[src/rtl/len_keep_tx_pkg.sv]
// ---------------------------------------------------------------------------
// len_keep_tx_pkg
// Shared definitions for the transmit-side length-to-keep segmenter.
//   state_t  : segmenter FSM states (IDLE waits for a length, STREAM emits beats)
//   TX_D_W   : default bytes per data beat on the MoldUDP64 tx path
//   TX_LEN_W : default width of the message length field in bytes
// ---------------------------------------------------------------------------
package len_keep_tx_pkg;

   typedef enum logic [0:0] {
      IDLE   = 1'b0,
      STREAM = 1'b1
   } state_t;

   localparam int TX_D_W   = 8;
   localparam int TX_LEN_W = 16;

endpackage

[src/rtl/len_keep_tx_thermo_from_cnt.sv]
// ---------------------------------------------------------------------------
// thermo_from_cnt
// Combinational byte count to thermometer mask: mask_o = (1 << cnt_i) - 1.
// A count of D_W yields all ones.
// Ports:
//   cnt_i  [D_LW-1:0]  number of valid bytes, 0..D_W
//   mask_o [D_W-1:0]   thermometer mask, bit i set when i < cnt_i
// ---------------------------------------------------------------------------
module thermo_from_cnt
   import len_keep_tx_pkg::*;
#(
   parameter int D_W  = TX_D_W,
   parameter int D_LW = $clog2(D_W) + 1
) (
   input  logic [D_LW-1:0] cnt_i,
   output logic [D_W-1:0]  mask_o
);

   localparam int MW = D_W + 1;

   logic [D_W-1:0] mask;

   // Build the mask one bit at a time by comparing each byte lane index
   // against the count. The checks sit in the same block as the mask so they
   // always see a mask and a count that belong together: the mask must hold
   // exactly cnt_i ones, and adding one to it must give a single set bit,
   // which is only true for a contiguous run starting at bit 0.
   always_comb begin
      mask = '0;
      for (int i = 0; i < D_W; i++) begin
         mask[i] = (D_LW'(i) < cnt_i);
      end
      mask_o = mask;
      if (cnt_i <= D_LW'(D_W)) begin
         assert ($countones(mask) == int'(cnt_i));
         assert ($onehot({1'b0, mask} + MW'(1)));
      end
   end

endmodule

[src/rtl/len_keep_tx.sv]
// ---------------------------------------------------------------------------
// len_keep_tx
// Transmit-side segmenter. Accepts a message length in bytes, then slices the
// following stream of D_W-byte words into beats carrying a thermometer keep
// mask and a last flag. One output register, one cycle latency, full rate.
// Ports:
//   clk, nreset                 clock, synchronous active-low reset
//   cmd_valid_i/cmd_len_i       message length command
//   cmd_ready_o                 command accepted (IDLE only)
//   data_valid_i/data_i         input data word, byte 0 in bits [7:0]
//   data_ready_o                input word accepted (STREAM, output free)
//   valid_o/data_o/keep_o/last_o output beat
//   ready_i                     downstream ready
// ---------------------------------------------------------------------------
module len_keep_tx
   import len_keep_tx_pkg::*;
#(
   parameter int D_W   = TX_D_W,
   parameter int LEN_W = TX_LEN_W,
   parameter int D_LW  = $clog2(D_W) + 1
) (
   input  logic             clk,
   input  logic             nreset,
   input  logic             cmd_valid_i,
   input  logic [LEN_W-1:0] cmd_len_i,
   output logic             cmd_ready_o,
   input  logic             data_valid_i,
   input  logic [8*D_W-1:0] data_i,
   output logic             data_ready_o,
   output logic             valid_o,
   output logic [8*D_W-1:0] data_o,
   output logic [D_W-1:0]   keep_o,
   output logic             last_o,
   input  logic             ready_i
);

   state_t             state_q, state_d;
   logic [LEN_W-1:0]   rem_q, rem_d;
   logic               valid_q, valid_d;
   logic [8*D_W-1:0]   data_q, data_d;
   logic [D_W-1:0]     keep_q, keep_d;
   logic               last_q, last_d;

   logic               cmdFire;
   logic               dataFire;
   logic               drainFire;
   logic               remGeDw;
   logic               remLeDw;
   logic [D_LW-1:0]    thermoCnt;
   logic [D_W-1:0]     thermoMask;

   // Handshakes. Both ready outputs are forced low while reset is held so
   // nothing upstream is consumed during a reset cycle. A word is taken
   // whenever the output register is empty or is being drained this cycle,
   // which gives back-to-back beats with no bubble.
   always_comb begin
      cmd_ready_o  = nreset & (state_q == IDLE);
      data_ready_o = nreset & (state_q == STREAM) & (~valid_q | ready_i);
      cmdFire      = cmd_valid_i & cmd_ready_o;
      dataFire     = data_valid_i & data_ready_o;
      drainFire    = valid_q & ready_i;
   end

   // Byte count for the beat being loaded. Comparisons are made on the full
   // remaining length; only when fewer than D_W bytes remain do the low bits
   // of rem carry the partial count, otherwise a full D_W count is fed in.
   always_comb begin
      remGeDw   = (rem_q >= LEN_W'(D_W));
      remLeDw   = (rem_q <= LEN_W'(D_W));
      thermoCnt = remGeDw ? D_LW'(D_W) : rem_q[D_LW-1:0];
   end

   thermo_from_cnt #(
      .D_W  (D_W),
      .D_LW (D_LW)
   ) uThermo (
      .cnt_i  (thermoCnt),
      .mask_o (thermoMask)
   );

   // Next-state logic for the FSM and the remaining-byte counter. A zero
   // length command is swallowed in IDLE without producing a beat. In STREAM
   // every accepted word takes up to D_W bytes off the count, saturating at
   // zero, and the word that covers the tail of the message returns to IDLE.
   always_comb begin
      state_d = state_q;
      rem_d   = rem_q;
      case (state_q)
         IDLE: begin
            if (cmdFire && (cmd_len_i != '0)) begin
               rem_d   = cmd_len_i;
               state_d = STREAM;
            end
         end
         STREAM: begin
            if (dataFire) begin
               rem_d = remGeDw ? (rem_q - LEN_W'(D_W)) : '0;
               if (remLeDw) begin
                  state_d = IDLE;
               end
            end
         end
         default: begin
            state_d = IDLE;
         end
      endcase
   end

   // Output register. A new word always wins over a plain drain, so a drain
   // and a load in the same cycle just replace the beat. Without a load the
   // beat is held until the downstream takes it, after which only valid
   // drops; the data fields keep their last values.
   always_comb begin
      valid_d = valid_q;
      data_d  = data_q;
      keep_d  = keep_q;
      last_d  = last_q;
      if (dataFire) begin
         valid_d = 1'b1;
         data_d  = data_i;
         keep_d  = thermoMask;
         last_d  = remLeDw;
      end else if (drainFire) begin
         valid_d = 1'b0;
      end
   end

   // State register with synchronous reset. Reset drops any message in
   // flight; the upstream has to send the command again.
   always_ff @(posedge clk) begin
      if (!nreset) begin
         state_q <= IDLE;
         rem_q   <= '0;
         valid_q <= 1'b0;
         data_q  <= '0;
         keep_q  <= '0;
         last_q  <= 1'b0;
      end else begin
         state_q <= state_d;
         rem_q   <= rem_d;
         valid_q <= valid_d;
         data_q  <= data_d;
         keep_q  <= keep_d;
         last_q  <= last_d;
      end
   end

   assign valid_o = valid_q;
   assign data_o  = data_q;
   assign keep_o  = keep_q;
   assign last_o  = last_q;

endmodule

[config.mk]
export PLATFORM = sky130hd
export DESIGN_NAME = len_keep_tx
export DESIGN_NICKNAME = d
export VERILOG_FILES = /design/src/rtl/len_keep_tx_pkg.sv /design/src/rtl/len_keep_tx_thermo_from_cnt.sv /design/src/rtl/len_keep_tx.sv
export SDC_FILE = /design/constraint.sdc
export NUM_CORES = 1
export LEC_CHECK = 0
export BUFFER_PORTS_ARGS = -buffer_cell sky130_fd_sc_hd__buf_2
export CORE_ASPECT_RATIO = 1.5
export CORE_UTILIZATION = 47
export CTS_CLUSTER_DIAMETER = 100
export DETAILED_ROUTE_END_ITERATION = 7
export GPL_ROUTABILITY_DRIVEN = 0
export PLACE_DENSITY_LB_ADDON = 0.25
export SLEW_MARGIN = 10
export SYNTH_ARGS = -nofsm -noshare
export SYNTH_HDL_FRONTEND = slang
export SYNTH_SLANG_ARGS = --single-unit
[constraint.sdc]
create_clock -name clk -period 2.62 [get_ports clk]
set_input_delay 0.393 -clock clk [delete_from_list [all_inputs] [get_ports clk]]
set_output_delay 0.393 -clock clk [all_outputs]
set_load 0.005 [all_outputs]
# Yosys cells after proc, flatten, opt, wreduce, memory -nomap -nowiden
# Cells that the tools add are included.
[word_totals]
word_cells = 43
out_inout_bits = 76
in_bits = 85
regBits = 91
[classes]
n_reduce_logical = 4
bitwise_logic = 9
muxes = 11
add_sub_neg = 1
magnitude_cmp = 10
n_eq_ne = 2
[op_table]
columns = ["operator", "count"]
rows = [
  ["$mux 16", 3],
  ["$pmux 16 s2", 1],
  ["$ge 16x4->1 const B", 1],
  ["$le 16x4->1 const B", 1],
  ["$lt 3x4->1 const A", 4],
  ["$reduce_bool 16->1", 1],
  ["$sub 16x4->16 const B", 1],
  ["$lt 1x4->1 const A", 2],
  ["$lt 2x4->1 const A", 2],
  ["$and 1x1->1", 6],
  ["$mux 1", 5],
  ["$mux 4", 1],
  ["$ne 2x1->1 const B", 2],
  ["$not 1->1", 2],
  ["$pmux 1 s2", 1],
  ["$reduce_and 2->1", 1],
  ["$reduce_bool 2->1", 1],
  ["$logic_and 1x1->1", 1],
  ["$or 1x1->1", 1],
]

# Logic depth before layout (Yosys ltp)
# Gate-level depths: netlist (run 1).
[logic_depth]
word_depth = 6
depth_mapped = 7
depth_no_buf = 7

# Cells and area by module
# Synthesis (run 1) repeated with hierarchy kept, for this count alone.
[hier_totals]
hier_cells = 474
hier_area_um2 = 3686.0
[modules_own_cells]
columns = ["module", "area_each_um2", "seq_area_each_um2", "n_inst", "cells_each"]
rows = [
  ["len_keep_tx", 3618.5, 1821.7, 1, 465],
  ["thermo_from_cnt", 67.6, 0.0, 1, 9],
]

# Least setup slack after synthesis (run 1)
# OpenSTA, ideal clock, no wires.
[synth_timing]
kind = "reg2reg"
start = "reg rem_q[8]"
end = "reg rem_q[11]"
setup_time_ns = 0.117
path_slack_ns = 0.586
arrival_time_ns = 1.917
t_required_ns = 2.503
stages_incl_launch_ff = 7
n_path_buf = 1
path_cell_list = "dfxtp_1 or4_1 buf_6 or3_4 o21ai_4 o21ai_1 a32o_1"
[synth_between]
elab_chain_cells = 4
[synth_lines]
columns = ["item", "line", "rtl"]
rows = [
  ["start: declaration", "len_keep_tx.sv:38", "logic [LEN_W-1:0] rem_q, rem_d;"],
  ["start signal: assignment", "len_keep_tx.sv:140", "rem_q <= rem_d;"],
  ["$sub 16x4->16 or $ge 16x4->1 (tied branches)", "len_keep_tx.sv:97, len_keep_tx.sv:68", ""],
  ["$mux 16 *", "len_keep_tx.sv:97", "rem_d = remGeDw ? (rem_q - LEN_W'(D_W)) : '0;"],
  ["$mux 16 *", "len_keep_tx.sv:96", "if (dataFire) begin"],
  ["$pmux 16 s2 *", "len_keep_tx.sv:88", "case (state_q)"],
]
# Mark *: on every way between the ends. The rest lies on a longest branch, timed or not. The select of a mux whose other input is x is not followed.
# A chain may end at the register's enable or synchronous reset.

# Worst setup path after layout (run 1)
[layout_timing]
start = "reg rem_q[8]"
end = "reg state_q"
[layout_between]
elab_chain_cells = 4
[layout_lines]
columns = ["item", "line", "rtl"]
rows = [
  ["$le 16x4->1", "len_keep_tx.sv:69", "remLeDw = (rem_q <= LEN_W'(D_W));"],
  ["$mux 1", "len_keep_tx.sv:98", "if (remLeDw) begin"],
  ["$mux 1", "len_keep_tx.sv:96", ""],
  ["$pmux 1 s2", "len_keep_tx.sv:88", ""],
  ["end signal: assignment", "len_keep_tx.sv:139", "state_q <= state_d;"],
  ["end: declaration", "len_keep_tx.sv:37", "state_t state_q, state_d;"],
]
# Every way passes these cells.

==> results of run 1 <==
## stage by stage
stage,instances,power [mW]
after global routing,713,3.16
after detailed placement,699,2.13
after global placement,699,2.11
after floorplan,463,1.92
final,713,3.00
after CTS,713,3.02
## how the worst max path moves through the flow
stage                   from        end  slack (ns)  cells past startpoint
floorplan           rem_q[8]  rem_q[11]        0.59                      6
global placement    rem_q[8]   rem_q[9]        0.48                      5
detailed placement  rem_q[8]    state_q        0.42                      5
CTS                 rem_q[8]    state_q        0.41                      5
global route        rem_q[8]  keep_o[1]        0.23                      5
finish              rem_q[8]    state_q        0.37                      5
## tightest hold or removal path, delay by kind of cell
kind            cells  cell delay [ns]
buf+inv             1             0.08
compound gates      1             0.05
simple gates        1             0.03
## state kept, by name, summed over array words and instances, names as in the netlist
name and cells:
state_q 1, keep_o 8, data_o 64, valid_o 1, rem_q 16, last_o 1
## area by class of cell
type                       count  area share, %
clock buffer                  11           3.05
tap                          100           2.70
clock inverter                 3          0.863
multi-input combinational    331           35.0
timing repair buffer         166           18.2
inverter                      11          0.890
sequential                    91           39.3
## metal layers
| layer | global-route usage [%] | vias to the layer above | wire, um |
|---|---|---|---|
| met5 | 0 | - | 0 |
| met4 | 13.5 | 0 | 325 |
| met3 | 7.42 | 30 | 718 |
| met2 | 38.4 | 157 | 4590 |
| met1 | 27.7 | 1672 | 3810 |
| li1 | - | 1864 | - |
## kinds of logic (layout without fill, tap and decap cells)
family / count (synthesis) / after routing / share of synthesized area, %
fa+ha+maj: 1 / 1 / 0.344
compound gates: 131 / 131 / 21.1
buf+inv: 41 / 191 / 5.47
simple gates: 199 / 199 / 23.0
flops: 91 / 91 / 50.1
## placed cells by master, fill, tap and decap left out, types with 2 or more instances in the layout
cell / netlist / routed
nor3_1: 7 / 7
buf_4: 1 / 6
a31oi_1: 3 / 3
o22ai_1: 2 / 2
a21oi_1: 13 / 13
a2bb2oi_1: 2 / 2
nand3_1: 4 / 4
inv_1: 10 / 10
nand4_1: 3 / 3
a32o_1: 6 / 6
clkbuf_8: 3 / 10
nor4_1: 6 / 6
o41ai_1: 2 / 2
nand2_1: 151 / 151
clkinv_2: 0 / 2
buf_2: 0 / 160
nor2_1: 13 / 13
and3_1: 2 / 2
o21ai_1: 4 / 4
dfxtp_1: 91 / 91
a21boi_0: 2 / 2
o21ai_0: 84 / 84
o32ai_1: 3 / 3
or3_1: 2 / 2
nor2b_1: 3 / 3
a31o_2: 3 / 3
## power groups by stage
stage / combinational [mW] / clock (mW) / sequential [mW]
after floorplan: 0.346 / 0 / 1.58
after global placement: 0.538 / 0 / 1.58
after detailed placement: 0.548 / 0 / 1.58
after CTS: 0.550 / 0.921 / 1.55
after global routing: 0.614 / 0.985 / 1.57
final: 0.553 / 0.895 / 1.55
## synthesized netlist by cell type, drive strengths merged (3+ instances only)
cell and count:
a31o 3, dfxtp 91, inv 10, or3 4, nand3 4, nor3 7
a32o 6, nor4 6, nor2b 3, a21oi 13, o32ai 3, nor2 14
o21ai 89, a31oi 3, nand4 3, nand2 151, clkbuf 28
==> summary.md, run 1 <==
| Metric | Value |
|---|---|
| Status | `completed` |
| Combinational Power Share | `18.4%` |
| Total clock buffers created by CTS | `9` |
| Layout net count | `696` |
| Die width | `73.8 um` |
| Synth Register Bits | `91` |
| Crit end category | `flop` |
| Pwr per Cell Area | `646 nW/um^2` |
| Pre-CTS WS | `0.422 ns` |
| Worst Tran Pin Value | `0.688 ns` |
| Sw frac | `27.8%` |
| Cell family with most CP delay | `simple AND/OR/NAND/NOR gates` |
| Grt ovf | `0` |
| Max stage delay on crit path | `0.65 ns` |
| Die height | `110 um` |
| Clock latency on the worst-skew pair | `0.34 ns` |
| Critical path cell sequence | `or4_1, nor3_1, nand2_1, nor4_1, o21ai_0` |
| Critical Path AT | `2.47 ns` |
| Proportion of layout cells with a drive suffix above 1 | `30.7%` |
| Worst vdd ir | `0.471 mV` |
| DRC | `0` |
| CORE AREA | `7370 um^2` |
| Cts hold-fix bufs | `0` |
| Multi-input combinational cell area | `1620 um^2` |
| Final Setup Violations | `0` |
| Critical path class | `reg2reg` |
| First-pass GRT wire length | `14.8 mm` |
| Mapped Area | `3640 um^2` |
| Area occupied by registers | `1820 um^2` |
| Yosys warning count | `0` |
| 1st-pass router iterations | `5` |
| Area after DPL | `4460 um^2` |
| Leakage Power | `2.09 nW` |
| Fin util | `63.0%` |
| Leading post-synthesis cells by cell area | `dfxtp_1, nand2_1, o21ai_0` |
| Yosys cell types | `44` |
| Sink Count | `91` |
| Relative slew slack | `54.1%` |
| Routed wire per std cell | `13.2 um` |
| Via count | `3,723` |
| Post-route cell area | `4640 um^2` |
| Dominant cell type by area after synthesis | `dfxtp_1` |
| Endpoint, Worst Hold | `data_o[7]` |
| Reg clk slew, reported paths | `0.08 ns` |
| Clk Tree Root Cell | `clkbuf_8` |
| Syn Area/Cell | `7.86 um^2` |
| R2R cell count | `5` |
| Worst Path Required | `2.83 ns` |
| Crit path launch type | `flop` |
| DP HPWL | `6.77 mm` |
| Sw Pwr | `834 uW` |
| Initial antenna violation count | `0` |
| Sequential area share after synthesis | `50.1%` |
| Min cycle time layout | `2.25 ns` |
| Reg2reg end | `state_q` |
| Hold_sp | `data_i[7]` |
| Most used DFF post-synth | `dfxtp_1` |
| Reg2Reg Setup Slack | `0.37 ns` |
| Sequential share of power | `51.7%` |
| Post-synthesis async set-or-reset flop share | `0%` |
| Max FO, Critical Path | `7` |
| Full die area | `8100 um^2` |
| Gr usage total | `23.9%` |
| Starting density of the core | `49.4%` |
| Vias per cell | `5.22` |
| Wire length after detailed routing | `9.44 mm` |
| Mapped Cells | `463` |
| Clk network pwr share | `29.9%` |
| P_int | `2.16 mW` |
| Final worst path period share | `86.0%` |
| CTS tree | `built` |
| Final hold vios | `0` |
| Slew Limit Fails | `0` |
| Iter 0 DRT Violations | `257` |
| H-tree Lvls | `3` |
| Pin count of the biggest net entering global routing | `89` |
| HP Class | `in2reg` |
| Setup WS post-layout | `0.367 ns` |
| Clk_skew | `0.00972 ns` |
| Syn nets | `549` |
| Port bufs | `160` |
| WHS | `0.241 ns` |
| Slowest-stage cell, CP | `or4_1` |
| Worst Hold Depth | `3` |
| Resize count post-CTS | `0` |
| Worst reg2reg path startpoint | `rem_q[8]` |
| RSZ-0062 raised after global routing | `no` |
| EDFF count, synth | `0` |
| Fill cells | `689` |
| WP buf/inv | `0` |
| Core Rows | `38` |
| Post-DRT Antenna Nets | `0` |
| Setup TNS | `0 ns` |
| Area share of the largest cell type after synthesis | `50.1%` |
| Max clock buf depth | `2` |
| Max-cap violations | `0` |
| Number of global-route vias before repair | `3,285` |
| # Post-CTS Setup Buffers | `0` |
| Ports | `161` |
| # diodes | `0` |
| Layout area overhead | `27.5%` |
| Achievable clock frequency | `0.444 GHz` |
Power figures use the tool's default switching activity.
==> inputs of run 2 (changes only) <==
Settings changed: CORE_UTILIZATION 47 to 49, CTS_BUF_LIST from default to sky130_fd_sc_hd__clkbuf_8, REMOVE_ABC_BUFFERS from default to 1.
==> summary.md, run 2 (synthesis gave the netlist of run 1 again) <==
| Metric | Value |
|---|---|
| Status | `completed (unchanged)` |
| Achievable clock frequency | `0.427 GHz (was 0.444 GHz)` |
| Final hold vios | `0 (unchanged)` |
| Sw frac | `28.9% (was 27.8%)` |
| DRC | `0 (unchanged)` |
| Sequential share of power | `53.4% (was 51.7%)` |
| Critical path class | `reg2reg (unchanged)` |
| Layout net count | `694 (was 696)` |
| H-tree Lvls | `3 (unchanged)` |
| Inst Count DP | `697 (was 699)` |
| Leakage Power | `2.08 nW (was 2.09 nW)` |
| Iter 0 DRT Violations | `214 (was 257)` |
| Sw Pwr | `838 uW (was 834 uW)` |
| CTS tree | `built (unchanged)` |
| Setup TNS | `0 ns (unchanged)` |
| Combinational Power Share | `19.0% (was 18.4%)` |
| Cts hold-fix bufs | `0 (unchanged)` |
| Routed wire per std cell | `12.5 um (was 13.2 um)` |
| Ports | `161 (unchanged)` |
| Worst Path Required | `2.85 ns (was 2.83 ns)` |
| Wire length after detailed routing | `8.89 mm (was 9.44 mm)` |
| Critical path cell sequence | `or4_1, nor3_1, nand2_1, nor4_1, o21ai_0 (unchanged)` |
| Max FO, Critical Path | `7 (unchanged)` |
| WHS | `0.234 ns (was 0.241 ns)` |
| Grt ovf | `0 (unchanged)` |
| Most frequent cells in the layout | `buf_2, nand2_1, dfxtp_1 (unchanged)` |
| Via count | `3,620 (was 3,723)` |
| Slowest-stage cell, CP | `or4_1 (unchanged)` |
| Setup WS post-layout | `0.280 ns (was 0.367 ns)` |
| Min cycle time layout | `2.34 ns (was 2.25 ns)` |
| Sink Count | `91 (unchanged)` |
| Port bufs | `160 (unchanged)` |
| # Post-CTS Setup Buffers | `0 (unchanged)` |
| Post-DRT Antenna Nets | `0 (unchanged)` |
| Vias per cell | `5.08 (was 5.22)` |
| Post-route cell area | `4620 um^2 (was 4640 um^2)` |
| Power Total | `2.90 mW (was 3.00 mW)` |
| Worst Tran Pin Value | `0.799 ns (was 0.688 ns)` |
| Resize count post-CTS | `0 (unchanged)` |
| Starting density of the core | `50.3% (was 49.4%)` |
| Critical Path AT | `2.57 ns (was 2.47 ns)` |
| Final Setup Violations | `0 (unchanged)` |
| DP HPWL | `6.26 mm (was 6.77 mm)` |
| Slew Limit Fails | `0 (unchanged)` |
| Final worst path period share | `89.3% (was 86.0%)` |
| First-pass GRT wire length | `13.6 mm (was 14.8 mm)` |
| Die width | `72.4 um (was 73.8 um)` |
| 1st-pass router iterations | `4 (was 5)` |
| Initial antenna violation count | `0 (unchanged)` |
| Area after DPL | `4460 um^2 (about the same)` |
| Clock latency on the worst-skew pair | `0.35 ns (was 0.34 ns)` |
| Clk network pwr share | `27.6% (was 29.9%)` |
| Pin count of the biggest net entering global routing | `139 (was 89)` |
| Number of global-route vias before repair | `3,012 (was 3,285)` |
| Fin util | `63.9% (was 63.0%)` |
| Die height | `108 um (was 110 um)` |
| Crit end category | `flop (unchanged)` |
| Max clock buf depth | `2 (unchanged)` |
| Commonest non-fill, non-tap cell in the layout | `buf_2 (unchanged)` |
| Pwr per Cell Area | `629 nW/um^2 (was 646 nW/um^2)` |
| # diodes | `0 (unchanged)` |
| Max stage delay on crit path | `0.68 ns (was 0.65 ns)` |
| Crit path launch type | `flop (unchanged)` |
| Max-cap violations | `0 (unchanged)` |
| Worst vdd ir | `0.314 mV (was 0.471 mV)` |
| Clk_skew | `0.00632 ns (was 0.00972 ns)` |
| Layout area overhead | `26.9% (was 27.5%)` |
| Final Instance Count excl. Fillers | `712 (was 713)` |
| Proportion of layout cells with a drive suffix above 1 | `30.2% (was 30.7%)` |
| Pre-CTS WS | `0.347 ns (was 0.422 ns)` |
| Full die area | `7780 um^2 (was 8100 um^2)` |
| Clk Tree Root Cell | `clkbuf_8 (unchanged)` |
| Relative slew slack | `46.8% (was 54.1%)` |
| P_int | `2.06 mW (was 2.16 mW)` |
| Gr usage total | `22.1% (was 23.9%)` |
| RSZ-0062 raised after global routing | `no (unchanged)` |
| CORE AREA | `7230 um^2 (was 7370 um^2)` |
| Reg clk slew, reported paths | `0.08 ns (about the same)` |
| Number of flip-flops in the largest register | `64 (unchanged)` |
| HP Class | `in2reg (unchanged)` |
| Total clock buffers created by CTS | `9 (unchanged)` |
| Core Rows | `38 (unchanged)` |
## run 2: per-layer routing
| layer | vias to the layer above | track usage, % | wire length, um | part of all wire, % |
|---|---|---|---|---|
| li1 | 1864 | - | - | - |
| met1 | 1617 | 27.5 | 3770 | 42 |
| met2 | 128 | 36.9 | 4440 | 50 |
| met3 | 11 | 3.84 | 525 | 5.9 |
| met4 | 0 | 9.94 | 156 | 1.8 |
| met5 | - | 0 | 0 | 0 |
## run 2: area by class of cell
type                    instances  area [um^2]
fillers                       709         2610
repair buffers                164          843
flip-flops and latches         91         1820
clock inverters                 5         23.8
well taps                     100          125
multi-input cells             331         1620
inverters                      11         41.3
clock buffers                  10          138
## run 2: critical path: cells and delay by family (launching register included)
family	cells	cell delay (ns)
AO/OA/AOI/OAI	1	0.12
flip-flops	1	0.37
AND/OR/NAND/NOR	4	1.73
## run 2: final timing paths
path                                  from         end  slack (ns)  cells past startpoint
worst max-delay path              rem_q[8]     state_q        0.28                      5
worst min-delay path            data_i[58]  data_o[58]        0.23                      3
worst max register to register    rem_q[8]     state_q        0.28                      5
worst min register to register  data_o[61]  data_o[61]        0.45                      2
## run 2: power groups by stage
stage / logic, mW / registers (mW) / clock network (mW)
CTS: 0.546 / 1.55 / 0.830
floorplan: 0.296 / 1.58 / 0
global placement: 0.535 / 1.57 / 0
global route: 0.617 / 1.56 / 0.890
detailed placement: 0.543 / 1.58 / 0
finish: 0.552 / 1.55 / 0.801
==> inputs of run 3 (changes only) <==
Settings changed: CORE_UTILIZATION 49 to 47, CTS_BUF_LIST sky130_fd_sc_hd__clkbuf_8 to default.
==> summary.md, run 3 (synthesis gave the netlist of run 1 again) <==
| Metric | Value |
|---|---|
| Status | `completed (unchanged)` |
| Proportion of layout cells with a drive suffix above 1 | `30.7% (was 30.2%)` |
| Post-route cell area | `4700 um^2 (was 4620 um^2)` |
| WHS | `0.211 ns (was 0.234 ns)` |
| Number of global-route vias before repair | `3,103 (was 3,012)` |
| Sw frac | `27.8% (was 28.9%)` |
| Max clock buf depth | `2 (unchanged)` |
| Ports | `161 (unchanged)` |
| HP Class | `in2reg (unchanged)` |
| Max FO, Critical Path | `7 (unchanged)` |
| Sink Count | `91 (unchanged)` |
| H-tree Lvls | `3 (unchanged)` |
| Final Setup Violations | `0 (unchanged)` |
| Leakage Power | `2.11 nW (was 2.08 nW)` |
| Vias per cell | `5.14 (was 5.08)` |
| Initial antenna violation count | `0 (unchanged)` |
| Clk network pwr share | `35.3% (was 27.6%)` |
| # diodes | `0 (unchanged)` |
| Worst Tran Pin Value | `0.784 ns (was 0.799 ns)` |
| Max-cap violations | `0 (unchanged)` |
| Grt ovf | `0 (unchanged)` |
| Wire length after detailed routing | `9.19 mm (was 8.89 mm)` |
| Number of flip-flops in the largest register | `64 (unchanged)` |
| Min cycle time layout | `2.26 ns (was 2.34 ns)` |
| Pwr per Cell Area | `692 nW/um^2 (was 629 nW/um^2)` |
| Commonest non-fill, non-tap cell in the layout | `buf_2 (unchanged)` |
| CORE AREA | `7370 um^2 (was 7230 um^2)` |
| Gr usage total | `22.3% (was 22.1%)` |
| Sequential share of power | `47.6% (was 53.4%)` |
| Reg clk slew, reported paths | `0.09 ns (was 0.08 ns)` |
| Via count | `3,659 (was 3,620)` |
| Sw Pwr | `903 uW (was 838 uW)` |
| Critical Path AT | `2.57 ns (about the same)` |
| Resize count post-CTS | `0 (unchanged)` |
| Crit end category | `flop (unchanged)` |
| First-pass GRT wire length | `13.8 mm (was 13.6 mm)` |
| P_int | `2.35 mW (was 2.06 mW)` |
| Clk_skew | `0.00745 ns (was 0.00632 ns)` |
| 1st-pass router iterations | `5 (was 4)` |
| Relative slew slack | `47.7% (was 46.8%)` |
| Fill cells | `683 (was 709)` |
| Worst Path Required | `2.93 ns (was 2.85 ns)` |
| Area after DPL | `4450 um^2 (was 4460 um^2)` |
| Iter 0 DRT Violations | `236 (was 214)` |
| Achievable clock frequency | `0.442 GHz (was 0.427 GHz)` |
| RSZ-0062 raised after global routing | `no (unchanged)` |
| Reg2Reg Setup Slack | `0.36 ns (was 0.28 ns)` |
| Routed wire per std cell | `12.9 um (was 12.5 um)` |
| Die height | `110 um (was 108 um)` |
| Most frequent cells in the layout | `buf_2, nand2_1, dfxtp_1 (unchanged)` |
| Final hold vios | `0 (unchanged)` |
| DP HPWL | `6.47 mm (was 6.26 mm)` |
| DRC | `0 (unchanged)` |
| Clk Tree Root Cell | `clkbuf_8 (unchanged)` |
| Die width | `73.8 um (was 72.4 um)` |
| Worst vdd ir | `0.385 mV (was 0.314 mV)` |
| Total clock buffers created by CTS | `9 (unchanged)` |
| Crit path launch type | `flop (unchanged)` |
| Core Rows | `38 (unchanged)` |
| Layout net count | `693 (was 694)` |
| CTS tree | `built (unchanged)` |
| Slew Limit Fails | `0 (unchanged)` |
| Post-DRT Antenna Nets | `0 (unchanged)` |
| Cts hold-fix bufs | `0 (unchanged)` |
| Layout area overhead | `29.1% (was 26.9%)` |
| Clock latency on the worst-skew pair | `0.36 ns (was 0.35 ns)` |
| Full die area | `8100 um^2 (was 7780 um^2)` |
| Pin count of the biggest net entering global routing | `136 (was 139)` |
| Starting density of the core | `49.4% (was 50.3%)` |
| # Post-CTS Setup Buffers | `0 (unchanged)` |
| Combinational Power Share | `17.1% (was 19.0%)` |
| Port bufs | `160 (unchanged)` |
| Final worst path period share | `86.3% (was 89.3%)` |
| Critical path class | `reg2reg (unchanged)` |
==> run 3: cell count changes in the layout (fill, tap and decap cells not counted), sizes merged <==
cell	change
clkinvlp	-1
bufinv	+3
clkinv	+2
buf	-1
clkbuf	-1
inv	-2
==> run 3: layout make-up <==
type / count / area, um^2 / share of cell area [%]
sequential: 91 / 1820 / 38.8
multi-input combinational: 331 / 1620 / 34.6
timing repair buffer: 163 / 836 / 17.8
clock inverter: 7 / 125 / 2.66
tap: 100 / 125 / 2.66
clock buffer: 9 / 124 / 2.64
inverter: 11 / 41.3 / 0.879
==> run 3: power by group through the flow <==
stage	Sequential, mW	Clock (mW)	Combinational (mW)
after detailed placement	1.58	0	0.551
after floorplan	1.58	0	0.296
after global placement	1.57	0	0.537
final	1.55	1.15	0.557
after CTS	1.55	1.17	0.553
after global routing	1.56	1.22	0.617
==> run 3: path summary, 6_finish.rpt <==
kind                            startpoint    endpoint  cells past startpoint
worst max-delay path              rem_q[8]      last_o                      5
worst min register to register   data_o[3]   data_o[3]                      2
worst max register to register    rem_q[8]      last_o                      5
worst min-delay path            data_i[23]  data_o[23]                      3
==> run 3: through the flow <==
stage	total power, mW	utilization [%]	setup TNS, ns	worst slack [ns]	cells
after CTS	3.27	63.7	0	0.342	712
after floorplan	1.88	-	-204.94	-2.88	433
after global routing	3.40	63.7	0	0.153	712
after detailed placement	2.13	60.4	0	0.358	696
after global placement	2.11	60.4	0	0.466	696
final	3.25	63.7	0	0.359	712
==> run 3: metal layers <==
metal | up-vias | wire, um | GRT usage (%)
li1 | 1864 | - | -
met1 | 1607 | 3690 | 25.1
met2 | 157 | 4550 | 37.7
met3 | 31 | 607 | 3.85
met4 | 0 | 346 | 15.0
met5 | - | 0 | 0
==> run 3: worst max-delay path: stages, from the launching register on <==
cell     delay, ns
dfxtp_1       0.37
or4_1         0.67
nor3_1        0.45
nand2_1       0.13
nor4_1        0.39
o21a_1        0.20
